### src/rtl/fifo_pkg.sv
// Shared types and helpers for the FIFO write-side packer.
package fifo_pkg;

    localparam int unsigned MAX_LANES = 64;
    localparam int unsigned DEF_LANES = 4;

    // Lane-index width for a given lane count, never narrower than one bit.
    function automatic int unsigned idx_width(input int unsigned lanes);
        return (lanes > 1) ? unsigned'($clog2(lanes)) : 1;
    endfunction

    localparam int unsigned DEF_IDX_W = idx_width(DEF_LANES);

    typedef enum logic [0:0] {
        IDLE = 1'b0,
        SEND = 1'b1
    } state_e;

    // Lowest set bit of mask at or above start, below lanes; returns lanes if none.
    function automatic int unsigned next_set_bit(input logic [MAX_LANES-1:0] mask,
                                                 input int unsigned         start,
                                                 input int unsigned         lanes);
        int unsigned res;
        res = lanes;
        for (int i = int'(MAX_LANES) - 1; i >= 0; i--) begin
            if (unsigned'(i) >= start && unsigned'(i) < lanes && mask[i]) begin
                res = unsigned'(i);
            end
        end
        return res;
    endfunction

endpackage

### src/rtl/fifo_write_packer_if.sv
// Input beat stream plus FIFO write port of the packer.
interface fifo_write_packer_if #(
    parameter int unsigned DATA_WIDTH = 8,
    parameter int unsigned LANES      = 4
);
    logic                        s_valid;
    logic                        s_ready;
    logic [LANES*DATA_WIDTH-1:0] s_data;
    logic [LANES-1:0]            s_keep;
    logic                        s_last;
    logic                        wen;
    logic [DATA_WIDTH-1:0]       wdata;
    logic                        wfull;

    modport master (
        output s_valid, s_data, s_keep, s_last, wfull,
        input  s_ready, wen, wdata
    );

    modport slave (
        input  s_valid, s_data, s_keep, s_last, wfull,
        output s_ready, wen, wdata
    );
endinterface

### src/rtl/keep_lane_sel.sv
// Find-first-set over a keep mask at or above a start index.
module keep_lane_sel
    import fifo_pkg::*;
#(
    parameter  int unsigned LANES = 4,
    localparam int unsigned IDX_W = idx_width(LANES)
) (
    input  logic [LANES-1:0] mask,
    input  logic [IDX_W:0]   start,
    output logic [IDX_W-1:0] idx,
    output logic             none
);

    int unsigned pos;

    // Start may equal LANES, which always yields none.
    always_comb begin
        pos  = next_set_bit(MAX_LANES'(mask), 32'(start), LANES);
        idx  = IDX_W'(pos);
        none = (pos >= LANES);
    end

endmodule

### src/rtl/fifo_write_packer.sv
// Serialises kept byte lanes of wide beats into the FIFO write port.
module fifo_write_packer
    import fifo_pkg::*;
#(
    parameter int unsigned DATA_WIDTH = 8,
    parameter int unsigned LANES      = 4,
    parameter int unsigned CNT_WIDTH  = 16
) (
    input  logic                 wclk,
    input  logic                 wrst_n,
    fifo_write_packer_if.slave   bus,
    output logic                 pkt_done,
    output logic [CNT_WIDTH-1:0] byte_count,
    output logic [CNT_WIDTH-1:0] pkt_count,
    output logic                 busy
);

    localparam int unsigned IDX_W  = idx_width(LANES);
    localparam int unsigned BEAT_W = LANES * DATA_WIDTH;

    localparam logic [0:0] S_IDLE = 1'(IDLE);
    localparam logic [0:0] S_SEND = 1'(SEND);

    logic [0:0]           state_q, state_d;
    logic [IDX_W-1:0]     idx_q, idx_d;
    logic [BEAT_W-1:0]    data_q, data_d;
    logic [LANES-1:0]     keep_q, keep_d;
    logic                 last_q, last_d;
    logic                 pkt_done_d;
    logic [CNT_WIDTH-1:0] byte_d, pkt_d;
    logic [1:0]           pkt_inc;

    logic [IDX_W-1:0]     load_idx, adv_idx;
    logic                 load_none, adv_none;
    logic [IDX_W:0]       adv_start;
    logic                 ready_c, write_ok, beat_take;

    // Lane selection for a newly loaded beat.
    keep_lane_sel #(.LANES(LANES)) u_load_sel (
        .mask  (bus.s_keep),
        .start ('0),
        .idx   (load_idx),
        .none  (load_none)
    );

    assign adv_start = {1'b0, idx_q} + (IDX_W+1)'(1);

    // Lane selection for the next kept lane above the current one.
    keep_lane_sel #(.LANES(LANES)) u_adv_sel (
        .mask  (keep_q),
        .start (adv_start),
        .idx   (adv_idx),
        .none  (adv_none)
    );

    // Ready when empty, or when the final lane leaves this cycle; low in reset.
    assign ready_c     = wrst_n && ((state_q == S_IDLE) || (adv_none && !bus.wfull));
    assign bus.s_ready = ready_c;
    assign bus.wen     = (state_q == S_SEND);
    assign busy        = (state_q == S_SEND);
    assign write_ok    = (state_q == S_SEND) && !bus.wfull;
    assign beat_take   = bus.s_valid && ready_c;

    // Write data mux over the held lanes.
    always_comb begin
        bus.wdata = data_q[DATA_WIDTH-1:0];
        for (int k = 0; k < int'(LANES); k++) begin
            if (idx_q == IDX_W'(k)) begin
                bus.wdata = data_q[k*DATA_WIDTH +: DATA_WIDTH];
            end
        end
    end

    // Next state: lane advance, beat load and packet accounting.
    always_comb begin
        state_d = state_q;
        idx_d   = idx_q;
        data_d  = data_q;
        keep_d  = keep_q;
        last_d  = last_q;
        pkt_inc = 2'd0;
        byte_d  = byte_count + CNT_WIDTH'(write_ok);

        if (write_ok) begin
            if (!adv_none) begin
                idx_d = adv_idx;
            end else begin
                state_d = S_IDLE;
                if (last_q) begin
                    pkt_inc = pkt_inc + 2'd1;
                end
            end
        end

        if (beat_take) begin
            if (!load_none) begin
                data_d  = bus.s_data;
                keep_d  = bus.s_keep;
                last_d  = bus.s_last;
                idx_d   = load_idx;
                state_d = S_SEND;
            end else begin
                state_d = S_IDLE;
                if (bus.s_last) begin
                    pkt_inc = pkt_inc + 2'd1;
                end
            end
        end

        pkt_done_d = (pkt_inc != 2'd0);
        pkt_d      = pkt_count + CNT_WIDTH'(pkt_inc);
    end

    // State, holding register and counters.
    always_ff @(posedge wclk or negedge wrst_n) begin
        if (!wrst_n) begin
            state_q    <= S_IDLE;
            idx_q      <= '0;
            data_q     <= '0;
            keep_q     <= '0;
            last_q     <= 1'b0;
            pkt_done   <= 1'b0;
            byte_count <= '0;
            pkt_count  <= '0;
        end else begin
            state_q    <= state_d;
            idx_q      <= idx_d;
            data_q     <= data_d;
            keep_q     <= keep_d;
            last_q     <= last_d;
            pkt_done   <= pkt_done_d;
            byte_count <= byte_d;
            pkt_count  <= pkt_d;
        end
    end

endmodule
### src/flat_wrapper.sv
// flat-port wrapper written by rule: the top's interface ports become plain ports
module fifo_write_packer_flat import fifo_pkg::*;
#(
    parameter int unsigned DATA_WIDTH = 8,
    parameter int unsigned LANES      = 4,
    parameter int unsigned CNT_WIDTH  = 16
)
  (wclk, wrst_n, pkt_done, byte_count, pkt_count, busy, bus_s_valid, bus_s_data, bus_s_keep, bus_s_last, bus_wfull, bus_s_ready, bus_wen, bus_wdata);
  fifo_write_packer_if #(.DATA_WIDTH(DATA_WIDTH), .LANES(LANES)) bus_i ();
  input  logic wclk;
  input  logic wrst_n;
  output logic pkt_done;
  output logic [CNT_WIDTH-1:0] byte_count;
  output logic [CNT_WIDTH-1:0] pkt_count;
  output logic busy;
  input wire logic [$bits(bus_i.s_valid)-1:0] bus_s_valid;
  input wire logic [$bits(bus_i.s_data)-1:0] bus_s_data;
  input wire logic [$bits(bus_i.s_keep)-1:0] bus_s_keep;
  input wire logic [$bits(bus_i.s_last)-1:0] bus_s_last;
  input wire logic [$bits(bus_i.wfull)-1:0] bus_wfull;
  output wire logic [$bits(bus_i.s_ready)-1:0] bus_s_ready;
  output wire logic [$bits(bus_i.wen)-1:0] bus_wen;
  output wire logic [$bits(bus_i.wdata)-1:0] bus_wdata;
  assign bus_i.s_valid = bus_s_valid;
  assign bus_i.s_data = bus_s_data;
  assign bus_i.s_keep = bus_s_keep;
  assign bus_i.s_last = bus_s_last;
  assign bus_i.wfull = bus_wfull;
  assign bus_s_ready = bus_i.s_ready;
  assign bus_wen = bus_i.wen;
  assign bus_wdata = bus_i.wdata;
  fifo_write_packer #(.DATA_WIDTH(DATA_WIDTH), .LANES(LANES), .CNT_WIDTH(CNT_WIDTH)) u_core (.wclk(wclk), .wrst_n(wrst_n), .bus(bus_i), .pkt_done(pkt_done), .byte_count(byte_count), .pkt_count(pkt_count), .busy(busy));
endmodule
### config.mk
export PLATFORM = sky130hd
export DESIGN_NAME = fifo_write_packer_flat
export DESIGN_NICKNAME = d
export VERILOG_FILES = /design/src/rtl/fifo_pkg.sv /design/src/rtl/fifo_write_packer_if.sv /design/src/rtl/keep_lane_sel.sv /design/src/rtl/fifo_write_packer.sv /design/src/flat_wrapper.sv
export SDC_FILE = /design/constraint.sdc
export NUM_CORES = 1
export LEC_CHECK = 0
export BUFFER_PORTS_ARGS = -buffer_cell sky130_fd_sc_hd__buf_2
export CORE_MARGIN = 4
export CORE_UTILIZATION = 25
export CTS_CLUSTER_SIZE = 30
export DETAILED_ROUTE_END_ITERATION = 7
export PLACE_DENSITY = 0.47
export REMOVE_ABC_BUFFERS = 1
export SYNTH_ARGS = -nofsm -noshare
export SYNTH_HDL_FRONTEND = slang
export SYNTH_HIERARCHICAL = 1
export SYNTH_SLANG_ARGS = --single-unit
### constraint.sdc
create_clock -name wclk -period 3.67 [get_ports wclk]
set_input_delay 0.1835 -clock wclk [delete_from_list [all_inputs] [get_ports wclk]]
set_output_delay 0.1835 -clock wclk [all_outputs]
set_load 0.005 [all_outputs]
=== Word-level counts from Yosys, hierarchy flattened ===
Index checks and enable logic that the tools add are counted.

* Register bits: 73
* Latch bits: 0
* Bits in writable memories: 0
* ROM bits: 0
* Memories kept: 0

* Add/sub/neg operators: 4
* $mul: 0
* Div/mod/pow operators: 0
* Magnitude comparators: 6
* Eq/ne operators: 3
* Shift operators: 0
* Mux-type cells: 25
* Bitwise logic cells: 2
* Reductions and logical operators: 15

{| class="wikitable"
|+ Operator list
! kind !! number
|-
| 3-bit 2-to-1 mux || 8
|-
| 8-bit 2-to-1 mux || 3
|-
| 2-bit 2-to-1 mux || 9
|-
| 16-bit by 1-bit adder with 16-bit output || 1
|-
| 16-bit by 2-bit adder with 16-bit output || 1
|-
| 1-bit logical AND || 8
|-
| 1-bit by 3-bit >= comparator with 1-bit output (first input constant) || 2
|-
| 2-bit by 3-bit >= comparator with 1-bit output (first input constant) || 2
|-
| 3-bit >= comparator (second input constant) || 2
|-
| 2-bit nonzero test || 3
|-
| 1-bit 2-to-1 mux || 5
|-
| 2-bit equality test (second input constant) || 2
|-
| 2-bit AND reduction || 2
|-
| 2-bit by 1-bit adder with 3-bit output (second input constant) || 1
|-
| 2-bit by 1-bit adder with 2-bit output (second input constant) || 1
|-
| 2-bit by 1-bit equality test with 1-bit output (second input constant) || 1
|-
| 1-bit inverter || 2
|-
| 1-bit logical NOT || 1
|-
| 1-bit logical OR || 1
|}

=== Longest topological paths before layout ===
Gate-level depths: netlist of the first run.

* Depth in word-level cells: 15
* Gate-level depth with buffers: 17

=== By module ===
Netlist of the first run, hierarchy kept.

{| class="wikitable"
|+ Modules (own cells, without submodules)
! module !! instances !! cells each !! area each (um^2)
|-
| fifo_write_packer || 1 || 273 || 3296.9
|-
| keep_lane_sel || 2 || 13 || 71.3
|}

=== Worst setup path before layout of the first run ===
Ideal clock, no wire load.

* Path type: reg2reg
* From: register u_core.idx_q[0]
* To: register u_core.pkt_count[14]
* Data arrival time: 3305 ps
* Required time: 3547 ps
* Slack: 242 ps
* Stages on the path, launching flop included: 17
* Path buffers: 0
* Cell sequence: dfrtp_1 inv_1 ha_1 inv_1 a21boi_1 o21ai_1 and2_1 nand2b_4 a211oi_1 nand2_1 o21ai_0 ha_1 inv_1 fa_1 nor4b_1 nand3_1 xnor2_1

* Longest elaborated chain between the ends: 15
* Elaborated cells between the ends (all ways): 25
* Those cells by class: 3 x add/sub; 5 x order compare; 9 x mux; 8 x reduce/logical

{| class="wikitable"
|+ Ends and longest elaborated chain
! item !! line !! RTL
|-
| start: declaration || fifo_write_packer.sv:25 || <nowiki>logic [IDX_W-1:0] idx_q, idx_d;</nowiki>
|-
| start signal: assignment || fifo_write_packer.sv:127 || <nowiki>idx_q <= idx_d;</nowiki>
|-
| 2-bit by 1-bit adder with 3-bit output * || fifo_write_packer.sv:46 || <nowiki>assign adv_start = {1'b0, idx_q} + (IDX_W+1)'(1);</nowiki>
|-
| via u_core.adv_start[0] || fifo_write_packer.sv:35 || <nowiki>logic [IDX_W:0] adv_start;</nowiki>
|-
| 2-bit by 3-bit >= comparator with 1-bit output || fifo_pkg.sv:26 || <nowiki>if (unsigned'(i) >= start && unsigned'(i) < lanes && mask[i]) begin</nowiki>
|-
| 1-bit logical AND || fifo_pkg.sv:26 ||
|-
| 3-bit 2-to-1 mux (3 in series) || fifo_pkg.sv:26 ||
|-
| 3-bit 2-to-1 mux * || fifo_pkg.sv:26 ||
|-
| 3-bit >= comparator * || keep_lane_sel.sv:20 || <nowiki>none = (pos >= LANES);</nowiki>
|-
| via u_core.adv_none || fifo_write_packer.sv:34 || <nowiki>logic load_none, adv_none;</nowiki>
|-
| 2-bit 2-to-1 mux || fifo_write_packer.sv:85 || <nowiki>if (!adv_none) begin</nowiki>
|-
| 2-bit 2-to-1 mux || fifo_write_packer.sv:84 || <nowiki>if (write_ok) begin</nowiki>
|-
| 2-bit by 1-bit adder with 2-bit output || fifo_write_packer.sv:105 || <nowiki>pkt_inc = pkt_inc + 2'd1;</nowiki>
|-
| 2-bit 2-to-1 mux || fifo_write_packer.sv:104 || <nowiki>if (bus.s_last) begin</nowiki>
|-
| 2-bit 2-to-1 mux || fifo_write_packer.sv:96 || <nowiki>if (!load_none) begin</nowiki>
|-
| 2-bit 2-to-1 mux * || fifo_write_packer.sv:95 || <nowiki>if (beat_take) begin</nowiki>
|-
| 16-bit by 2-bit adder with 16-bit output * || fifo_write_packer.sv:111 || <nowiki>pkt_d = pkt_count + CNT_WIDTH'(pkt_inc);</nowiki>
|-
| via u_core.pkt_d[14] || fifo_write_packer.sv:30 || <nowiki>logic [CNT_WIDTH-1:0] byte_d, pkt_d;</nowiki>
|-
| end signal: assignment || fifo_write_packer.sv:133 || <nowiki>pkt_count <= pkt_d;</nowiki>
|-
| end: declaration || fifo_write_packer.sv:14 || <nowiki>output logic [CNT_WIDTH-1:0] pkt_count,</nowiki>
|}

Mark *: on every way through the listed nets, which the timed path passes. The rest lies on a longest branch.
A chain may end at the register's enable or synchronous reset.

=== Worst setup path in the final report of the first run ===
* From: register u_core.idx_q[0]
* To: register u_core.pkt_count[12]

Same word-level chain as after synthesis.

==> results of run 1 <==
-- state kept, by name, indices dropped and copies added (netlist names) --
register	count
u_core/pkt_count	16
u_core/keep_q	4
u_core/byte_count	16
u_core/last_q	1
u_core/data_q	32
u_core/pkt_done	1
u_core/bus.wen	1
u_core/idx_q	2
-- through the flow --
step | area, µm² | std cells | setup WS (ps) | hold slack (ps) | utilization
3_3_place_gp | 4090 | 564 | 284 | 416 | 0.306
4_1_cts | 4420 | 580 | 98.0 | 59.0 | 0.331
3_5_place_dp | 4090 | 564 | 116 | 420 | 0.306
6_report | 4440 | 580 | 241 | 81.4 | 0.333
2_1_floorplan | 3400 | 298 | 242 | -112 | -
5_1_grt | 4440 | 580 | 9.09 | 69.3 | 0.333
-- cell usage in the layout, fill, tap and decap left out, drive strengths merged --
master	count
nor3	3
inv	18
clkbuf	12
nor3b	2
bufinv	2
mux2	37
a211oi	1
o22ai	2
o21ai	17
nand2b	2
dfrtp	73
conb	9
clkinvlp	2
nor2	19
a21oi	12
a21boi	2
buf	90
nand4	4
nand2	23
nand3	15
nor2b	5
and2	2
xnor2	18
a2111oi	1
ha	8
xor2	10
fa	1
o311a	2
nor4b	2
and3	1
mux2i	8
a21o	1
-- area by class of cell --
type                       instances  area (µm²)  area share
clock buffer                      12         256      0.0577
clock inverter                     4        75.1      0.0169
inverter                          18        67.6      0.0152
multi-input combinational        207        1530       0.344
sequential                        73        1830       0.411
tap                              176         220      0.0496
timing repair buffer              90         468       0.105
-- timing repair --
action	in CTS	in global routing
gates resized for setup	0	4
setup endpoints to repair	0	6
endpoints found under the hold margin	0	0
-- path summary, 6_finish.rpt --
path,start,endpoint,cells after the start
max,u_core/idx_q[0]$_DFF_PN0_,u_core/pkt_count[12]$_DFF_PN0_,17
min,bus_s_data[28],u_core/data_q[28]$_DFFE_PN0P_,2
max in group asynchronous,wrst_n,u_core/data_q[22]$_DFFE_PN0P_,2
max reg2reg,u_core/idx_q[0]$_DFF_PN0_,u_core/pkt_count[12]$_DFF_PN0_,17
min reg2reg,u_core/byte_count[15]$_DFF_PN0_,u_core/byte_count[15]$_DFF_PN0_,1
min in group asynchronous,wrst_n,u_core/keep_q[1]$_DFFE_PN0P_,2
-- cell families after synthesis --
group                      Yosys count  synth area share
xor gates and xnor gates            28            0.0713
buffers and inverters               27            0.0393
DFF                                 73             0.531
other                                1           0.00109
AOI/OAI and AO/OA                   38            0.0688
adders and majority gates            9            0.0349
and+or+nand+nor                     78             0.109
muxes                               45             0.144
-- worst register-to-register path, stage by stage (launching register included) --
cell	delay, ps
sky130_fd_sc_hd__dfrtp_1	390
sky130_fd_sc_hd__inv_1	140
sky130_fd_sc_hd__ha_1	250
sky130_fd_sc_hd__inv_1	110
sky130_fd_sc_hd__a21boi_1	100
sky130_fd_sc_hd__o21ai_1	190
sky130_fd_sc_hd__and2_1	240
sky130_fd_sc_hd__nand2b_4	100
sky130_fd_sc_hd__a211oi_2	270
sky130_fd_sc_hd__nand2_1	80
sky130_fd_sc_hd__o21ai_0	90
sky130_fd_sc_hd__ha_1	200
sky130_fd_sc_hd__inv_1	60
sky130_fd_sc_hd__fa_2	390
sky130_fd_sc_hd__nor4b_2	320
sky130_fd_sc_hd__buf_4	170
sky130_fd_sc_hd__nand3_1	90
sky130_fd_sc_hd__xnor2_1	130
-- metal layers --
| layer | part of all wire | global-route usage | vias up |
|---|---|---|---|
| met2 | 0.46 | 0.166 | 55 |
| li1 | - | - | 1208 |
| met5 | 0 | 0 | - |
| met4 | 0.013 | 0.0415 | 0 |
| met1 | 0.46 | 0.133 | 1190 |
| met3 | 0.060 | 0.0409 | 9 |
-- cell usage after synthesis, types with 3 or more instances --
library cell	number	area [µm²]
sky130_fd_sc_hd__mux2_2	37	417
sky130_fd_sc_hd__xor2_1	10	87.6
sky130_fd_sc_hd__mux2i_1	8	80.1
sky130_fd_sc_hd__buf_6	4	45.0
sky130_fd_sc_hd__nor3_1	3	15.0
sky130_fd_sc_hd__dfrtp_1	73	1830
sky130_fd_sc_hd__nand2_1	23	86.3
sky130_fd_sc_hd__ha_1	8	100
sky130_fd_sc_hd__inv_1	18	67.6
sky130_fd_sc_hd__nand4_1	4	25.0
sky130_fd_sc_hd__nor2b_1	5	31.3
sky130_fd_sc_hd__clkbuf_1	3	11.3
sky130_fd_sc_hd__nor2_1	19	71.3
sky130_fd_sc_hd__a21oi_1	12	60.1
sky130_fd_sc_hd__nand3_1	15	75.1
sky130_fd_sc_hd__xnor2_1	18	158
sky130_fd_sc_hd__o21ai_0	15	75.1
-- power groups by stage --
stage / clock [mW] / sequential [mW] / combinational [mW]
2_1_floorplan: 0 / 1.24 / 0.601
3_3_place_gp: 0 / 1.26 / 0.902
3_5_place_dp: 0 / 1.27 / 0.927
4_1_cts: 1.00 / 1.26 / 0.931
5_1_grt: 1.04 / 1.30 / 1.02
6_report: 0.969 / 1.26 / 0.907
==> impl_results.html, run 1 <==
<table>
<tr><th>Metric</th><th>Value</th></tr>
<tr><th colspan="2">Global route</th></tr>
<tr><td>Maximum number of pins on one net before global-route repair</td><td>74</td></tr>
<tr><td>First-pass GRT wire length</td><td>approximately 13 mm</td></tr>
<tr><td>Antenna violations before repair</td><td>0</td></tr>
<tr><td>GR Util All Layers</td><td>0.106</td></tr>
<tr><td>Via count of the first global-routing pass</td><td>about 2600</td></tr>
<tr><td>Total grt overflow</td><td>0</td></tr>
<tr><th colspan="2">STA</th></tr>
<tr><td>Portion of the clock cycle consumed by the worst path in the final layout</td><td>0.934</td></tr>
<tr><td>Relative max-transition margin</td><td>0.366</td></tr>
<tr><td>Setup repair after global routing missed its margin</td><td>false</td></tr>
<tr><td>Final Setup Violations</td><td>0</td></tr>
<tr><td>Number of endpoints with negative hold slack in the final report</td><td>0</td></tr>
<tr><td>Post-Route Skew</td><td>3.89 ps</td></tr>
<tr><td>Transition time of the tightest slew-check pin</td><td>between 900 and 1000 ps</td></tr>
<tr><td>Shortest clock period the worst path allows after layout</td><td>between 3000 and 4000 ps</td></tr>
<tr><td>F_max</td><td>between 200 and 300 MHz</td></tr>
<tr><td>Pins over their slew limit</td><td>0</td></tr>
<tr><td>Setup total negative slack</td><td>0 ps</td></tr>
<tr><th colspan="2">Clocking</th></tr>
<tr><td>Max Buffers Root-to-Sink</td><td>2</td></tr>
<tr><td>Htree depth</td><td>3</td></tr>
<tr><td>Number of hold buffers added after CTS</td><td>0</td></tr>
<tr><td>Number of buffers created by CTS</td><td>9</td></tr>
<tr><td>CTS tree</td><td>built</td></tr>
<tr><td>CTS Sinks</td><td>73</td></tr>
<tr><td>CTS Root Cell</td><td>sky130_fd_sc_hd__clkbuf_16</td></tr>
<tr><td>Postcts setup bufs</td><td>0</td></tr>
<tr><td>Clock latency of the later-clocked register in the worst-skew pair</td><td>between 300 and 400 ps</td></tr>
<tr><td>Clk slew on worst S/H paths</td><td>~60 ps</td></tr>
<tr><th colspan="2">Detailed routing</th></tr>
<tr><td>DRT antenna net count</td><td>0</td></tr>
<tr><td>Number of vias per cell after detailed routing</td><td>approximately 4.2</td></tr>
<tr><td>Count of TritonRoute iterations in the first routing pass</td><td>4</td></tr>
<tr><td>Wire length reported by the detailed router</td><td>~7.9 mm</td></tr>
<tr><td>Via count</td><td>between 2000 and 2500</td></tr>
<tr><td>Detailed-route DRC error count</td><td>0</td></tr>
<tr><td>Final routed wire length divided by cell count</td><td>13.7 µm</td></tr>
<tr><td>First-iteration detailed-routing DRC count</td><td>60</td></tr>
<tr><th colspan="2">Finish</th></tr>
<tr><td>Count of antenna diodes in the layout</td><td>0</td></tr>
<tr><td>Fraction of final layout cells with drive strength greater than 1</td><td>0.369</td></tr>
<tr><td>Number of nets in the layout</td><td>roughly 450</td></tr>
<tr><td>Area Overhead vs Synth</td><td>29.1%</td></tr>
<tr><td>Total of fill cells in the finished design</td><td>1417</td></tr>
<tr><th colspan="2">Yosys</th></tr>
<tr><td>Post-Synthesis Cell Area</td><td>around 3400 µm²</td></tr>
<tr><td>Number of distinct library cells after synthesis</td><td>34</td></tr>
<tr><td>Count of state elements after synthesis</td><td>73</td></tr>
<tr><td>Sequential cell area fraction in the yosys report</td><td>0.531</td></tr>
<tr><td>Syn Inst Count</td><td>roughly 300</td></tr>
<tr><td>Share of async-settable or async-resettable flops after synthesis</td><td>1.00</td></tr>
<tr><td>Number of synthesized flops with an enable pin</td><td>0</td></tr>
<tr><td>Ys flop type</td><td>sky130_fd_sc_hd__dfrtp_1</td></tr>
<tr><td>Yosys warning count</td><td>6</td></tr>
<tr><td>Post-synthesis area per instance</td><td>11.5 µm²</td></tr>
<tr><th colspan="2">Setup path</th></tr>
<tr><td>Kind of end point of the critical path</td><td>flip-flop</td></tr>
<tr><td>Arrival @ worst endpoint</td><td>about 3600 ps</td></tr>
<tr><td>Cell with the largest stage delay on the worst path</td><td>sky130_fd_sc_hd__dfrtp_1</td></tr>
<tr><td>Maximum single-stage delay on the critical path</td><td>390 ps</td></tr>
<tr><td>Most common cell on crit path</td><td>sky130_fd_sc_hd__inv_1</td></tr>
<tr><td>CP Class</td><td>reg -&gt; reg</td></tr>
<tr><td>Largest delay share family, worst path</td><td>adder cells</td></tr>
<tr><td>Launching element type of the critical path</td><td>flip-flop</td></tr>
<tr><td>Buffers and inverters on the worst path</td><td>4</td></tr>
<tr><td>Setup slack of the worst register-to-register path</td><td>approximately 240 ps</td></tr>
<tr><td>Series of cell instances along the critical path</td><td>inv_1 -&gt; ha_1 -&gt; inv_1 -&gt; a21boi_1 -&gt; o21ai_1 -&gt; and2_1 -&gt; nand2b_4 -&gt; a211oi_2 -&gt; nand2_1 -&gt; o21ai_0 -&gt; ha_1 -&gt; inv_1 -&gt; fa_2 -&gt; nor4b_2 -&gt; buf_4 -&gt; nand3_1 -&gt; xnor2_1</td></tr>
<tr><td>Required time at the endpoint of the critical path</td><td>slightly below 4000 ps</td></tr>
<tr><td>Maximum fanout along the worst path</td><td>5</td></tr>
<tr><th colspan="2">Die</th></tr>
<tr><td>Core Area</td><td>about 13000 µm²</td></tr>
<tr><td>Initial cell density of the core</td><td>0.258</td></tr>
<tr><td>DIE HEIGHT</td><td>approximately 130 µm</td></tr>
<tr><td>Die extent in x</td><td>125 µm</td></tr>
<tr><td>Die outline area</td><td>around 16000 µm²</td></tr>
<tr><td>Number of top-level pins</td><td>85</td></tr>
<tr><td>Row cnt</td><td>42</td></tr>
<tr><th colspan="2">Power and ir drop</th></tr>
<tr><td>Max IR drop VDD</td><td>247 µV</td></tr>
<tr><td>Power Dens Cells</td><td>705 nW/µm²</td></tr>
<tr><td>Int Power</td><td>2.19 mW</td></tr>
<tr><td>Leak</td><td>around 2.1 nW</td></tr>
<tr><td>Clock Power Share</td><td>0.309</td></tr>
<tr><td>Relative contribution of combinational cells to total power</td><td>0.290</td></tr>
<tr><td>Switching portion of total power</td><td>0.302</td></tr>
<tr><td>Final Power</td><td>around 3.1 mW</td></tr>
<tr><td>Sequential share of power</td><td>0.401</td></tr>
<tr><td>Net switching power</td><td>0.945 mW</td></tr>
<tr><th colspan="2">Placement</th></tr>
<tr><td>HPWL after detailed placement</td><td>about 5.6 mm</td></tr>
<tr><td>Routability cong.</td><td>approximately 0.73</td></tr>
<tr><td>Number of input and output port buffers inserted</td><td>84</td></tr>
<tr><th colspan="2">Run status</th></tr>
<tr><td>Run status</td><td>completed</td></tr>
<tr><th colspan="2">Hold path</th></tr>
<tr><td>Worst min-delay path category</td><td>in -&gt; reg</td></tr>
<tr><th colspan="2">Run</th></tr>
<tr><td>Max Cap Violations</td><td>0</td></tr>
</table>
Note: power is estimated with default switching activity, not from simulation.
==> run 2: changes to the inputs <==
GPL_TIMING_DRIVEN = 0   (was unset)
PLACE_DENSITY = 0.46   (was 0.47)
clock period = 4.4 ns   (was 3.67 ns; I/O delays follow)
==> impl_results.html, run 2 (synthesis results as in run 1) <==
<table>
<tr><th>Metric</th><th>Value</th></tr>
<tr><th colspan="2">Detailed routing</th></tr>
<tr><td>Detailed-route DRC error count</td><td>0</td></tr>
<tr><td>Number of vias per cell after detailed routing</td><td>between 4 and 5</td></tr>
<tr><td>First-iteration detailed-routing DRC count</td><td>64</td></tr>
<tr><td>Wire length reported by the detailed router</td><td>approximately 7.6 mm</td></tr>
<tr><td>Count of TritonRoute iterations in the first routing pass</td><td>4</td></tr>
<tr><td>Via count</td><td>roughly 2400</td></tr>
<tr><td>DRT antenna net count</td><td>0</td></tr>
<tr><td>Final routed wire length divided by cell count</td><td>~13 µm</td></tr>
<tr><th colspan="2">STA</th></tr>
<tr><td>Relative max-transition margin</td><td>0.483</td></tr>
<tr><td>Portion of the clock cycle consumed by the worst path in the final layout</td><td>0.901</td></tr>
<tr><td>Final Setup Violations</td><td>0</td></tr>
<tr><td>Pins over their slew limit</td><td>0</td></tr>
<tr><td>Transition time of the tightest slew-check pin</td><td>between 700 and 800 ps</td></tr>
<tr><td>Post-Route Skew</td><td>~3.6 ps</td></tr>
<tr><td>Worst slack on hold paths</td><td>117 ps</td></tr>
<tr><td>Setup repair after global routing missed its margin</td><td>false</td></tr>
<tr><td>F_max</td><td>~250 MHz</td></tr>
<tr><td>Number of endpoints with negative hold slack in the final report</td><td>0</td></tr>
<tr><td>Shortest clock period the worst path allows after layout</td><td>about 4000 ps</td></tr>
<tr><th colspan="2">Finish</th></tr>
<tr><td>Area Overhead vs Synth</td><td>27.8%</td></tr>
<tr><td>Leading cell types in the layout, fill and taps excluded</td><td>83 x sky130_fd_sc_hd__buf_2, 73 x sky130_fd_sc_hd__dfrtp_1, 37 x sky130_fd_sc_hd__mux2_2, 23 x sky130_fd_sc_hd__nand2_1, 19 x sky130_fd_sc_hd__nor2_1</td></tr>
<tr><td>Most frequent standard cell in the layout excluding fill and tap cells</td><td>sky130_fd_sc_hd__buf_2</td></tr>
<tr><td>Area used by multi-input combinational logic</td><td>approximately 1500 µm²</td></tr>
<tr><td>Flip-flop count of the largest register after layout</td><td>32</td></tr>
<tr><td>Register with the most flip-flops</td><td>u_core/data_q</td></tr>
<tr><td>Count of antenna diodes in the layout</td><td>0</td></tr>
<tr><td>Number of nets in the layout</td><td>448</td></tr>
<tr><td>Fraction of final layout cells with drive strength greater than 1</td><td>0.358</td></tr>
<tr><td>Registers with the highest flip-flop counts</td><td>u_core/data_q (32), u_core/byte_count (16), u_core/pkt_count (16)</td></tr>
<tr><td>Total of fill cells in the finished design</td><td>1393</td></tr>
<tr><td>Sequential Area</td><td>approximately 1800 µm²</td></tr>
<tr><th colspan="2">Setup path</th></tr>
<tr><td>Required time at the endpoint of the critical path</td><td>around 4600 ps</td></tr>
<tr><td>Setup slack of the worst register-to-register path</td><td>about 440 ps</td></tr>
<tr><td>Kind of end point of the critical path</td><td>flip-flop</td></tr>
<tr><td>Cell with the largest stage delay on the worst path</td><td>sky130_fd_sc_hd__nor4b_1</td></tr>
<tr><td>Most common cell on crit path</td><td>sky130_fd_sc_hd__inv_1</td></tr>
<tr><td>CP Class</td><td>reg -&gt; reg</td></tr>
<tr><td>Launching element type of the critical path</td><td>flip-flop</td></tr>
<tr><td>Maximum single-stage delay on the critical path</td><td>around 640 ps</td></tr>
<tr><td>Buffers and inverters on the worst path</td><td>3</td></tr>
<tr><td>Maximum fanout along the worst path</td><td>5</td></tr>
<tr><td>Startpoint of the lowest-slack register-to-register path</td><td>u_core/idx_q[0]$_DFF_PN0_</td></tr>
<tr><td>Arrival @ worst endpoint</td><td>approximately 4200 ps</td></tr>
<tr><td>Series of cell instances along the critical path</td><td>inv_1 -&gt; ha_1 -&gt; inv_1 -&gt; a21boi_1 -&gt; o21ai_1 -&gt; and2_1 -&gt; nand2b_4 -&gt; a211oi_1 -&gt; nand2_1 -&gt; o21ai_0 -&gt; ha_1 -&gt; inv_1 -&gt; fa_1 -&gt; nor4b_1 -&gt; nand3_1 -&gt; xnor2_1</td></tr>
<tr><td>Worst Setup SP</td><td>u_core/idx_q[0]$_DFF_PN0_</td></tr>
<tr><td>Largest delay share family, worst path</td><td>simple AND/OR/NAND/NOR gates</td></tr>
<tr><th colspan="2">Die</th></tr>
<tr><td>Die outline area</td><td>between 15000 and 20000 µm²</td></tr>
<tr><td>Number of top-level pins</td><td>85</td></tr>
<tr><td>Core Area</td><td>roughly 13000 µm²</td></tr>
<tr><td>Row cnt</td><td>42</td></tr>
<tr><td>DIE HEIGHT</td><td>between 100 and 150 µm</td></tr>
<tr><td>Initial cell density of the core</td><td>0.258</td></tr>
<tr><td>Die extent in x</td><td>125 µm</td></tr>
<tr><th colspan="2">Hold path</th></tr>
<tr><td>Hold Crit Start</td><td>bus_s_data[27]</td></tr>
<tr><td>Worst min-delay path category</td><td>in -&gt; reg</td></tr>
<tr><th colspan="2">Clocking</th></tr>
<tr><td>CTS tree</td><td>built</td></tr>
<tr><td>CTS Root Cell</td><td>sky130_fd_sc_hd__clkbuf_16</td></tr>
<tr><td>Htree depth</td><td>3</td></tr>
<tr><td>Clock latency of the later-clocked register in the worst-skew pair</td><td>roughly 330 ps</td></tr>
<tr><td>CTS Sinks</td><td>73</td></tr>
<tr><td>Clk slew on worst S/H paths</td><td>~60 ps</td></tr>
<tr><td>Number of buffers created by CTS</td><td>9</td></tr>
<tr><td>Max Buffers Root-to-Sink</td><td>2</td></tr>
<tr><th colspan="2">Global route</th></tr>
<tr><td>Via count of the first global-routing pass</td><td>2564</td></tr>
<tr><td>Antenna violations before repair</td><td>0</td></tr>
<tr><td>Maximum number of pins on one net before global-route repair</td><td>39</td></tr>
<tr><td>Total grt overflow</td><td>0</td></tr>
<tr><td>GR Util All Layers</td><td>0.102</td></tr>
<tr><td>First-pass GRT wire length</td><td>approximately 13 mm</td></tr>
<tr><th colspan="2">Power and ir drop</th></tr>
<tr><td>Int Power</td><td>about 1.7 mW</td></tr>
<tr><td>Max IR drop VDD</td><td>around 170 µV</td></tr>
<tr><td>Sequential share of power</td><td>0.422</td></tr>
<tr><td>Relative contribution of combinational cells to total power</td><td>0.300</td></tr>
<tr><td>Switching portion of total power</td><td>0.308</td></tr>
<tr><td>Power Dens Cells</td><td>between 500 and 600 nW/µm²</td></tr>
<tr><td>Leak</td><td>~2.1 nW</td></tr>
<tr><td>Net switching power</td><td>around 0.77 mW</td></tr>
<tr><td>Clock Power Share</td><td>0.278</td></tr>
<tr><td>Final Power</td><td>2.49 mW</td></tr>
<tr><th colspan="2">Placement</th></tr>
<tr><td>HPWL after detailed placement</td><td>about 5.7 mm</td></tr>
<tr><td>Number of input and output port buffers inserted</td><td>between 80 and 90</td></tr>
<tr><td>Routability cong.</td><td>about 0.72</td></tr>
<tr><th colspan="2">Run status</th></tr>
<tr><td>Run status</td><td>completed</td></tr>
<tr><th colspan="2">Run</th></tr>
<tr><td>Max Cap Violations</td><td>0</td></tr>
</table>
run 2: routing by layer:
metal | global-route usage | vias to the layer above | wire (µm)
li1 | - | 1204 | -
met1 | 0.123 | 1174 | 3390
met2 | 0.160 | 51 | 3610
met3 | 0.0482 | 7 | 501
met4 | 0.0344 | 0 | 95
met5 | 0 | - | 0
run 2: per-stage QoR:
step                setup TNS (ps)  setup WS [ps]  cell area [µm²]   util  cells
global placement            -11880           -312             4040  0.303    558
detailed placement               0            346             4100  0.307    562
finish                           0            437             4400  0.329    578
global route                     0           93.1             4400  0.329    578
CTS                              0            339             4390  0.329    578
floorplan                        0            972             3400      -    298
run 2: layout make-up:
type | instances | share of cell area
timing repair buffer | 89 | 0.112
clock inverter | 3 | 0.00341
tap | 176 | 0.0501
clock buffer | 12 | 0.0606
sequential | 73 | 0.415
inverter | 18 | 0.0154
multi-input combinational | 207 | 0.343
run 2: repair_timing:
item / 4_1_cts / 5_1_grt
endpoints found under the hold margin: 36 / 0
gates resized for setup: 0 / 1
hold buffers: 1 / 0
setup endpoints to repair: 0 / 1
buffers inserted: 0 / 0
run 2: power by group through the flow:
| stage | combinational [mW] | sequential, mW | clock (mW) |
|---|---|---|---|
| 6_report | 0.747 | 1.05 | 0.690 |
| 5_1_grt | 0.851 | 1.08 | 0.747 |
| 4_1_cts | 0.766 | 1.05 | 0.722 |
| 3_5_place_dp | 0.763 | 1.06 | 0 |
| 3_3_place_gp | 0.744 | 1.05 | 0 |
| 2_1_floorplan | 0.502 | 1.03 | 0 |
run 2: path summary, 6_finish.rpt:
check                           cells past startpoint                             end
worst max-delay path                               16  u_core/pkt_count[14]$_DFF_PN0_
worst min-delay path                                2   u_core/data_q[27]$_DFFE_PN0P_
worst max register to register                     16  u_core/pkt_count[14]$_DFF_PN0_
worst min register to register                      1  u_core/pkt_count[15]$_DFF_PN0_
max in group asynchronous                           3  u_core/byte_count[6]$_DFF_PN0_
min in group asynchronous                           2   u_core/data_q[23]$_DFFE_PN0P_
